[src/rtl/multi_cycle_ctrl_if.sv]
// ---------------------------------------------------------------------------
// MultiCycleCtrlIf
// Bundle between the multi-cycle controller and its datapath.
//
// Signals
//   Instr      [31:0]  instruction held in the datapath IR
//   PC_Write           PC <= PC+4 on this edge
//   IR_Write           IR <= IM[PC] on this edge
//   RegDst             1 = write register Instr[15:11], 0 = Instr[20:16]
//   AluSrc             1 = ALU operand 2 is Extend32, 0 = BusB
//   MemToReg           1 = register write data is LoadData, 0 = AluOut
//   beq, bgtz          branch qualifiers, gated by zero/greater in datapath
//   jal, jr            jump selects (jal also forces reg 31 / link data)
//   GPR_Write          register-file write enable
//   DM_Write           data-memory write enable
//   LuiExt, SignExt    extender mode (both 0 = zero-extend)
//   ALUOp      [2:0]   000 add, 001 sub, 010 or
//   State      [2:0]   IF=0, ID=1, EX=2, MEM=3, WB=4
//   Retire             pulse on the last cycle of each instruction
//
// Modports
//   master : the controller (consumes Instr, drives every control)
//   slave  : the datapath   (drives Instr, consumes every control)
// ---------------------------------------------------------------------------
interface multi_cycle_ctrl_if;
    logic [31:0] Instr;
    logic        PC_Write;
    logic        IR_Write;
    logic        RegDst;
    logic        AluSrc;
    logic        MemToReg;
    logic        beq;
    logic        bgtz;
    logic        jal;
    logic        jr;
    logic        GPR_Write;
    logic        DM_Write;
    logic        LuiExt;
    logic        SignExt;
    logic [2:0]  ALUOp;
    logic [2:0]  State;
    logic        Retire;

    modport master (
        input  Instr,
        output PC_Write, IR_Write, RegDst, AluSrc, MemToReg,
        output beq, bgtz, jal, jr, GPR_Write, DM_Write,
        output LuiExt, SignExt, ALUOp, State, Retire
    );

    modport slave (
        output Instr,
        input  PC_Write, IR_Write, RegDst, AluSrc, MemToReg,
        input  beq, bgtz, jal, jr, GPR_Write, DM_Write,
        input  LuiExt, SignExt, ALUOp, State, Retire
    );
endinterface

[src/rtl/multi_cycle_ctrl.sv]
// ---------------------------------------------------------------------------
// multi_cycle_ctrl
// Moore-style control FSM for a five-state (IF/ID/EX/MEM/WB) multi-cycle
// MIPS-subset datapath.
//
// Supported: addu, subu, jr, ori, lui, lw, sw, beq, bgtz, jal.
// Any other encoding is treated as illegal and retires after ID with no
// architectural side effect.
//
// Ports
//   clk    : rising-edge clock for all state
//   reset  : synchronous, active-high; returns the FSM to IF
//   bus    : multi_cycle_ctrl_if.master (Instr in, all controls out)
// ---------------------------------------------------------------------------
module multi_cycle_ctrl (
    input  logic                   clk,
    input  logic                   reset,
    multi_cycle_ctrl_if.master     bus
);

    localparam logic [2:0] ST_IF  = 3'd0;
    localparam logic [2:0] ST_ID  = 3'd1;
    localparam logic [2:0] ST_EX  = 3'd2;
    localparam logic [2:0] ST_MEM = 3'd3;
    localparam logic [2:0] ST_WB  = 3'd4;

    localparam logic [2:0] ALU_ADD = 3'b000;
    localparam logic [2:0] ALU_SUB = 3'b001;
    localparam logic [2:0] ALU_OR  = 3'b010;

    logic [2:0] state_q;
    logic [2:0] state_d;

    logic [5:0] opcode;
    logic [5:0] funct;
    logic       unusedInstrBits;

    logic isRType;
    logic isAddu;
    logic isSubu;
    logic isJr;
    logic isOri;
    logic isLui;
    logic isLw;
    logic isSw;
    logic isBeq;
    logic isBgtz;
    logic isJal;
    logic isLegal;
    logic isAluWb;

    logic [2:0] exAluOp;
    logic       exAluSrc;
    logic       exSignExt;
    logic       exLuiExt;

    logic pcWrite;
    logic irWrite;
    logic regDst;
    logic aluSrc;
    logic memToReg;
    logic beqSel;
    logic bgtzSel;
    logic jalSel;
    logic jrSel;
    logic gprWrite;
    logic dmWrite;
    logic luiExt;
    logic signExt;
    logic [2:0] aluOp;
    logic retire;

    // Instruction field extraction. Only opcode and funct steer control;
    // the register/immediate fields belong to the datapath.
    assign opcode          = bus.Instr[31:26];
    assign funct           = bus.Instr[5:0];
    assign unusedInstrBits = ^bus.Instr[25:6];

    // Decode of the supported subset. R-type entries need the funct match
    // too, so an R-type with an unknown funct falls through to illegal.
    assign isRType = (opcode == 6'b000000);
    assign isAddu  = isRType && (funct == 6'b100001);
    assign isSubu  = isRType && (funct == 6'b100011);
    assign isJr    = isRType && (funct == 6'b001000);
    assign isOri   = (opcode == 6'b001101);
    assign isLui   = (opcode == 6'b001111);
    assign isLw    = (opcode == 6'b100011);
    assign isSw    = (opcode == 6'b101011);
    assign isBeq   = (opcode == 6'b000100);
    assign isBgtz  = (opcode == 6'b000111);
    assign isJal   = (opcode == 6'b000011);

    assign isLegal = isAddu | isSubu | isJr | isOri | isLui |
                     isLw | isSw | isBeq | isBgtz | isJal;

    // Instructions whose result comes straight from the ALU into the
    // register file and therefore go EX -> WB.
    assign isAluWb = isAddu | isSubu | isOri | isLui;

    // ALU/extender setup chosen in EX. MEM and WB re-drive the same values
    // so the ALU output (address or result) stays valid while it is used.
    always_comb begin
        exAluOp   = ALU_ADD;
        exAluSrc  = 1'b0;
        exSignExt = 1'b0;
        exLuiExt  = 1'b0;
        if (isSubu) begin
            exAluOp = ALU_SUB;
        end
        if (isOri) begin
            exAluOp  = ALU_OR;
            exAluSrc = 1'b1;
        end
        if (isLui) begin
            exAluOp  = ALU_OR;
            exAluSrc = 1'b1;
            exLuiExt = 1'b1;
        end
        if (isLw || isSw) begin
            exAluOp   = ALU_ADD;
            exAluSrc  = 1'b1;
            exSignExt = 1'b1;
        end
        if (isBeq) begin
            exAluOp   = ALU_SUB;
            exSignExt = 1'b1;
        end
        if (isBgtz) begin
            exSignExt = 1'b1;
        end
    end

    // Next-state and raw Moore outputs from the registered state and the
    // held instruction. Every output defaults to 0 so anything not named
    // for a state stays low; states 5..7 fall into the default arm, which
    // drives nothing and heads back to IF.
    always_comb begin
        state_d  = ST_IF;
        pcWrite  = 1'b0;
        irWrite  = 1'b0;
        regDst   = 1'b0;
        aluSrc   = 1'b0;
        memToReg = 1'b0;
        beqSel   = 1'b0;
        bgtzSel  = 1'b0;
        jalSel   = 1'b0;
        jrSel    = 1'b0;
        gprWrite = 1'b0;
        dmWrite  = 1'b0;
        luiExt   = 1'b0;
        signExt  = 1'b0;
        aluOp    = ALU_ADD;
        retire   = 1'b0;

        case (state_q)
            ST_IF: begin
                pcWrite = 1'b1;
                irWrite = 1'b1;
                state_d = ST_ID;
            end

            ST_ID: begin
                if (isJal) begin
                    jalSel  = 1'b1;
                    state_d = ST_WB;
                end else if (isJr) begin
                    jrSel   = 1'b1;
                    retire  = 1'b1;
                    state_d = ST_IF;
                end else if (!isLegal) begin
                    retire  = 1'b1;
                    state_d = ST_IF;
                end else begin
                    state_d = ST_EX;
                end
            end

            ST_EX: begin
                aluOp   = exAluOp;
                aluSrc  = exAluSrc;
                signExt = exSignExt;
                luiExt  = exLuiExt;
                beqSel  = isBeq;
                bgtzSel = isBgtz;
                if (isBeq || isBgtz) begin
                    retire  = 1'b1;
                    state_d = ST_IF;
                end else if (isLw || isSw) begin
                    state_d = ST_MEM;
                end else if (isAluWb) begin
                    state_d = ST_WB;
                end else begin
                    state_d = ST_IF;
                end
            end

            ST_MEM: begin
                aluOp   = exAluOp;
                aluSrc  = exAluSrc;
                signExt = exSignExt;
                if (isSw) begin
                    dmWrite = 1'b1;
                    retire  = 1'b1;
                    state_d = ST_IF;
                end else if (isLw) begin
                    state_d = ST_WB;
                end else begin
                    state_d = ST_IF;
                end
            end

            ST_WB: begin
                aluOp    = exAluOp;
                aluSrc   = exAluSrc;
                signExt  = exSignExt;
                luiExt   = exLuiExt;
                gprWrite = 1'b1;
                retire   = 1'b1;
                regDst   = isAddu | isSubu;
                memToReg = isLw;
                jalSel   = isJal;
                state_d  = ST_IF;
            end

            default: begin
                state_d = ST_IF;
            end
        endcase
    end

    // State register. Reset is synchronous, so a reset seen at any edge
    // lands in IF regardless of where the instruction was.
    always_ff @(posedge clk) begin
        if (reset) begin
            state_q <= ST_IF;
        end else begin
            state_q <= state_d;
        end
    end

    // Because reset is synchronous the state is still mid-instruction during
    // the reset cycle; masking the side-effecting strobes with reset here is
    // what guarantees an aborted instruction commits nothing in that cycle.
    // Mux selects and ALU setup are harmless and pass through unmasked.
    assign bus.PC_Write  = pcWrite  & ~reset;
    assign bus.IR_Write  = irWrite  & ~reset;
    assign bus.GPR_Write = gprWrite & ~reset;
    assign bus.DM_Write  = dmWrite  & ~reset;
    assign bus.jal       = jalSel   & ~reset;
    assign bus.jr        = jrSel    & ~reset;
    assign bus.beq       = beqSel   & ~reset;
    assign bus.bgtz      = bgtzSel  & ~reset;
    assign bus.Retire    = retire   & ~reset;

    assign bus.RegDst    = regDst;
    assign bus.AluSrc    = aluSrc;
    assign bus.MemToReg  = memToReg;
    assign bus.LuiExt    = luiExt;
    assign bus.SignExt   = signExt;
    assign bus.ALUOp     = aluOp;
    assign bus.State     = state_q;

endmodule

[src/flat_wrapper.sv]
// flat-port wrapper written by rule: the top's interface ports become plain ports
module multi_cycle_ctrl_flat 
  (clk, reset, bus_Instr, bus_PC_Write, bus_IR_Write, bus_RegDst, bus_AluSrc, bus_MemToReg, bus_beq, bus_bgtz, bus_jal, bus_jr, bus_GPR_Write, bus_DM_Write, bus_LuiExt, bus_SignExt, bus_ALUOp, bus_State, bus_Retire);
  multi_cycle_ctrl_if bus_i ();
  input  logic clk;
  input  logic reset;
  input wire logic [$bits(bus_i.Instr)-1:0] bus_Instr;
  output wire logic [$bits(bus_i.PC_Write)-1:0] bus_PC_Write;
  output wire logic [$bits(bus_i.IR_Write)-1:0] bus_IR_Write;
  output wire logic [$bits(bus_i.RegDst)-1:0] bus_RegDst;
  output wire logic [$bits(bus_i.AluSrc)-1:0] bus_AluSrc;
  output wire logic [$bits(bus_i.MemToReg)-1:0] bus_MemToReg;
  output wire logic [$bits(bus_i.beq)-1:0] bus_beq;
  output wire logic [$bits(bus_i.bgtz)-1:0] bus_bgtz;
  output wire logic [$bits(bus_i.jal)-1:0] bus_jal;
  output wire logic [$bits(bus_i.jr)-1:0] bus_jr;
  output wire logic [$bits(bus_i.GPR_Write)-1:0] bus_GPR_Write;
  output wire logic [$bits(bus_i.DM_Write)-1:0] bus_DM_Write;
  output wire logic [$bits(bus_i.LuiExt)-1:0] bus_LuiExt;
  output wire logic [$bits(bus_i.SignExt)-1:0] bus_SignExt;
  output wire logic [$bits(bus_i.ALUOp)-1:0] bus_ALUOp;
  output wire logic [$bits(bus_i.State)-1:0] bus_State;
  output wire logic [$bits(bus_i.Retire)-1:0] bus_Retire;
  assign bus_i.Instr = bus_Instr;
  assign bus_PC_Write = bus_i.PC_Write;
  assign bus_IR_Write = bus_i.IR_Write;
  assign bus_RegDst = bus_i.RegDst;
  assign bus_AluSrc = bus_i.AluSrc;
  assign bus_MemToReg = bus_i.MemToReg;
  assign bus_beq = bus_i.beq;
  assign bus_bgtz = bus_i.bgtz;
  assign bus_jal = bus_i.jal;
  assign bus_jr = bus_i.jr;
  assign bus_GPR_Write = bus_i.GPR_Write;
  assign bus_DM_Write = bus_i.DM_Write;
  assign bus_LuiExt = bus_i.LuiExt;
  assign bus_SignExt = bus_i.SignExt;
  assign bus_ALUOp = bus_i.ALUOp;
  assign bus_State = bus_i.State;
  assign bus_Retire = bus_i.Retire;
  multi_cycle_ctrl u_core (.clk(clk), .reset(reset), .bus(bus_i));
endmodule
[config.mk]
export PLATFORM = sky130hd
export DESIGN_NAME = multi_cycle_ctrl_flat
export DESIGN_NICKNAME = d
export VERILOG_FILES = /design/src/rtl/multi_cycle_ctrl_if.sv /design/src/rtl/multi_cycle_ctrl.sv /design/src/flat_wrapper.sv
export SDC_FILE = /design/constraint.sdc
export NUM_CORES = 1
export LEC_CHECK = 0
export BUFFER_PORTS_ARGS = -buffer_cell sky130_fd_sc_hd__buf_4
export CORE_MARGIN = 4
export CORE_UTILIZATION = 28
export CTS_BUF_LIST = sky130_fd_sc_hd__clkbuf_16
export CTS_CLUSTER_DIAMETER = 150
export DETAILED_ROUTE_END_ITERATION = 8
export GPL_TIMING_DRIVEN = 1
export HOLD_SLACK_MARGIN = 0.15
export SYNTH_ARGS = -nofsm -noshare
export SYNTH_HDL_FRONTEND = slang
export SYNTH_SLANG_ARGS = --single-unit
[constraint.sdc]
create_clock -name clk -period 3.29 [get_ports clk]
set_input_delay 0.1645 -clock clk [delete_from_list [all_inputs] [get_ports clk]]
set_output_delay 0.1645 -clock clk [all_outputs]
set_load 0.02 [all_outputs]
## Word level (Yosys, flattened, before mapping)

Index checks and enable logic that the tools add are counted.

| storage, ports and cells | value |
|---|---|
| input port bits | 34 |
| register bits | 3 |
| output and inout bits | 20 |
| logic and storage cells | 87 |

| operators by class | value |
|---|---|
| bitwise logic cells | 20 |
| equal/unequal tests | 14 |
| mux-type cells | 43 |
| reduce and logical (&&, ||, !) cells | 9 |

Operators with widths:

| cell | count |
|---|---|
| 1-bit 2-to-1 mux | 27 |
| 6-bit equality test (second input constant) | 4 |
| 3-bit 2-to-1 mux | 7 |
| 6-bit by 4-bit equality test with 1-bit output (second input constant) | 3 |
| 6-bit by 3-bit equality test with 1-bit output (second input constant) | 2 |
| 2-bit 2-to-1 mux | 6 |
| 3-bit case mux with 4 select lines | 1 |
| 1-bit bitwise OR | 11 |
| 1-bit bitwise AND | 8 |
| 3-bit by 2-bit equality test with 1-bit output (second input constant) | 2 |
| 6-bit by 2-bit equality test with 1-bit output (second input constant) | 1 |
| 6-bit logical NOT | 1 |
| 1-bit case mux with 4 select lines | 1 |
| 3-bit by 1-bit equality test with 1-bit output (second input constant) | 1 |
| 3-bit equality test (second input constant) | 1 |
| 1-bit logical AND | 3 |
| 3-bit logical NOT | 1 |
| 3-bit OR reduction | 1 |
| 1-bit logical OR | 2 |
| 1-bit case mux with 2 select lines | 1 |
| 2-bit OR reduction | 1 |
| 1-bit NOT | 1 |

## Longest topological paths before layout

| depth | value |
|---|---|
| depth in word-level cells | 16 |
| mapped depth | 5 |
| gate-level depth less buffers | 4 |

## Worst setup path before layout

No wires, ideal clock.

| timing | value |
|---|---|
| path type | reg-to-output |
| start | register u_core.state_q[1], in the netlist u_core.bus.State[1] |
| end | output bus_AluSrc |
| slack | 1.324 ns |
| path buffers | 1 |
| cell stages (with the launch flop) | 5 |
| arrival | 1.801 ns |
| required time | 3.125 ns |
| cells stage by stage | dfxtp_1 > buf_2 > or3b_2 > a21boi_0 > a211oi_1 |

| on the way | value |
|---|---|
| cells in the longest elaborated chain, start to end | 3 |
| elaborated cells on any way between the ends | 5 |
| those cells by class | 3 x eq/ne; 1 x mux; 1 x reduce/logical |

RTL lines:

| what | RTL line | text |
|---|---|---|
| start, declared | multi_cycle_ctrl.sv:31 | `logic [2:0] state_q;` |
| start signal, assigned | multi_cycle_ctrl.sv:237 | `state_q <= state_d;` |
| 3-bit equality test / 3-bit by 2-bit equality test with 1-bit output (equally long branches) | multi_cycle_ctrl.sv:155 | `case (state_q)` |
| 3-bit OR reduction (no source line) * | n/a |  |
| 1-bit 2-to-1 mux * | multi_cycle_ctrl.sv:155 |  |
| end, declared | flat_wrapper.sv:11 | `output wire logic [$bits(bus_i.AluSrc)-1:0] bus_AluSrc;` |

Every way passes the cells marked *; elsewhere a longest branch is shown, timed or not.

## Final worst setup path

| timing | value |
|---|---|
| start | register u_core.state_q[2], in the netlist u_core.bus.State[2] |
| end | output bus_AluSrc |

The elaborated chain is that of the path after synthesis.

==> results.ini <==
[outcome]
outcome = complete, no violations

[layout]
final_core_utilization_pct = 44.4
area_growth_syn_to_layout_pct = 50.1
stdcell_area_um2 = 881
antenna-diode-count = 0
mostFrequentLayoutCell = sky130_fd_sc_hd__buf_4
finalNetCount = 140
layout.cells.most_common_list = sky130_fd_sc_hd__buf_4 (32), sky130_fd_sc_hd__nor2_1 (6), sky130_fd_sc_hd__nor4_1 (6), sky130_fd_sc_hd__inv_1 (5), sky130_fd_sc_hd__nand2_1 (4)
layout-drive-gt1-share_pct = 45.7
largest_register_ff_count = 3

[logic_synthesis]
syn_area_um2 = 587
synth.net_count = 111
netlist_top_cells_area = sky130_fd_sc_hd__dfxtp_1 (10%), sky130_fd_sc_hd__nor4_1 (6.4%), sky130_fd_sc_hd__xnor2_1 (4.5%)
yosysSeqAreaShare_pct = 10.2
netlist_instances = 77
synthFlopType = sky130_fd_sc_hd__dfxtp_1
synth_top_cell_by_area = sky130_fd_sc_hd__dfxtp_1
share_of_the_synthesized_area_in_the_top_cell_type_pct = 10.2
synthArstFlopShare_pct = 0
synth_area_per_cell_um2 = 7.62
yosysWarnings = 0
synth_cell_type_count = 42
postSynthRegisterBits = 3
synth_enable_flop_cells = 0

[global_route]
pin_count_of_the_biggest_net_entering_global_routing = 14
antenna_found_initial = 0
grt_usage_pct = 13.5
wire_length_of_the_first_global_routing_pass_um = 2940
first_global_vias = 634
overflow = 0

[clock_network]
h-tree-depth = 1
tritoncts.num_buffers = 3
tritoncts = yes
clkSlewWorstSetupHoldPaths_ns = 0.03
numClockSinks = 3
ctsResizeCount = 0
clock-root-buffer = sky130_fd_sc_hd__clkbuf_16
cts_hold_buffers = 0
cts_post_setup_buffers_inserted = 0
clock_latency_ns = 0.22
ctsLongestPathBuffers = 2

[critical_path]
worstPathCellList = or3b_2, a21boi_0, a211oi_1, buf_4
path_delay_family = flip-flops
startpoint_type = flip-flop
buffers_plus_inverters_on_the_worst_setup_path = 1
worstPathArrival_ns = 2.08
crit_type = flip-flop to output pin
critical_path_required_ns = 3.13
critical_path.max_fanout = 13
capturing_element_type_of_the_critical_path = output pin
critPathMaxStageDelay_ns = 0.60
cpMaxStageDelayCell = sky130_fd_sc_hd__dfxtp_1

[placement]
dp_hpwl_um = 1400
pre_cts_worst_setup_slack_ns = 1.29
placement.io_buffers = 32
post_dp_cell_area_um2 = 802
gp_congestion = 0.803

[sta]
post-route-worst-setup-slack_ns = 1.05
maxClockFrequency_mhz = 445
fin_hold_ws_ns = 0.190
worst-slew-pin-transition_ns = 0.557
timing.slew.headroom_pct = 62.6
clock-skew-final_ns = 0.000200
period_share_pct = 68.2
final_period_demand_of_the_worst_path_ns = 2.24
setup_viol_count_final = 0
final-max-slew-violation-count = 0
unrepaired_setup_endpoints_after_global_routing = false
timing_hold_violations_final = 0
timing.setup.tns_ns = 0

[detailed_routing]
via_per_inst = 5.20
routed_wire_length_per_instance_um = 13.2
detailroute.via_count = 687
firstDrtPassIters = 4
final_antenna_net_count = 0
drc_errors = 0
first_iter_violations = 10
wirelength_um = 1740

[floorplanning]
floorplan.die_area_um2 = 2890
starting_density_of_the_core_pct = 29.6
core-area_um2 = 1980
floorplan.rows = 16
io_pins = 54
die-width_um = 53.8
die_h_um = 53.8

[power]
irDropWorstVdd_uv = 254
cellPowerDensity_nw_per_um2 = 323
total_leakage_power_nw = 0.361

[worst_hold_path]
hold_class = input port to flip-flop

[flow_run]
maxCapViolCount = 0

-- metrics by stage --
step	power [mW]	std cells
2_1_floorplan	0.0773	77
3_3_place_gp	0.0981	128
3_5_place_dp	0.0989	128
4_1_cts	0.288	132
5_1_grt	0.299	132
6_report	0.285	132
-- worst paths after layout --
path | from | end | cells after the start | slack, ns
min reg2reg | u_core.bus.State[0] | u_core.bus.State[2] | 1 | 0.67
min | reset | u_core.bus.State[0] | 2 | 0.19
max | u_core.bus.State[2] | bus_AluSrc | 4 | 1.05
max reg2reg | u_core.bus.State[1] | u_core.bus.State[2] | 4 | 1.60
-- cell families (layout without fill, tap and decap cells) --
logic type | count (synthesis) | count (layout) | share of synthesized area [%]
AO/OA/AOI/OAI | 12 | 12 | 17.3
multiplexers | 1 | 1 | 1.71
flip-flops | 3 | 3 | 10.2
AND/OR/NAND/NOR | 45 | 45 | 53.1
XOR/XNOR | 3 | 3 | 4.48
other | 1 | 1 | 0.639
buffers and inverters | 12 | 40 | 12.6
-- cell type report --
cell class              instances  area (um2)
clock buffers                   3        75.1
clock inverters                 1        3.75
fillers                       204        1100
inverters                       4        15.0
multi-input cells              62         453
flip-flops and latches          3        60.1
well taps                      27        33.8
repair buffers                 32         240
-- worst register-to-register path, delay by kind of cell (launching register included) --
kind / cells / cell delay, ns
AOI/OAI and AO/OA: 2 / 0.52
and+or+nand+nor: 2 / 0.54
DFF: 1 / 0.57
-- where the power goes --
group | internal (mW) | switching [mW]
sequential | 0.0379 | 0.00350
combinational | 0.0268 | 0.0303
clock | 0.156 | 0.0300
-- synth_stat cells (all sizes together), types with 3 or more instances --
| cell | instances |
|---|---|
| buf | 6 |
| nor2 | 6 |
| xnor2 | 3 |
| nor3 | 3 |
| or2 | 3 |
| nor4 | 8 |
| dfxtp | 3 |
| inv | 4 |
| nand2 | 4 |
| nand2b | 3 |
| nand3 | 3 |
-- per-layer routing --
| layer | up-vias | part of all wire [%] | track usage (%) |
|---|---|---|---|
| met5 | - | 0 | 0 |
| met4 | 0 | 0 | 3.83 |
| met3 | 0 | 6.2 | 2.77 |
| met2 | 24 | 46 | 20.4 |
| met1 | 316 | 48 | 19.0 |
| li1 | 347 | - | - |
Power figures use the tool's default switching activity.
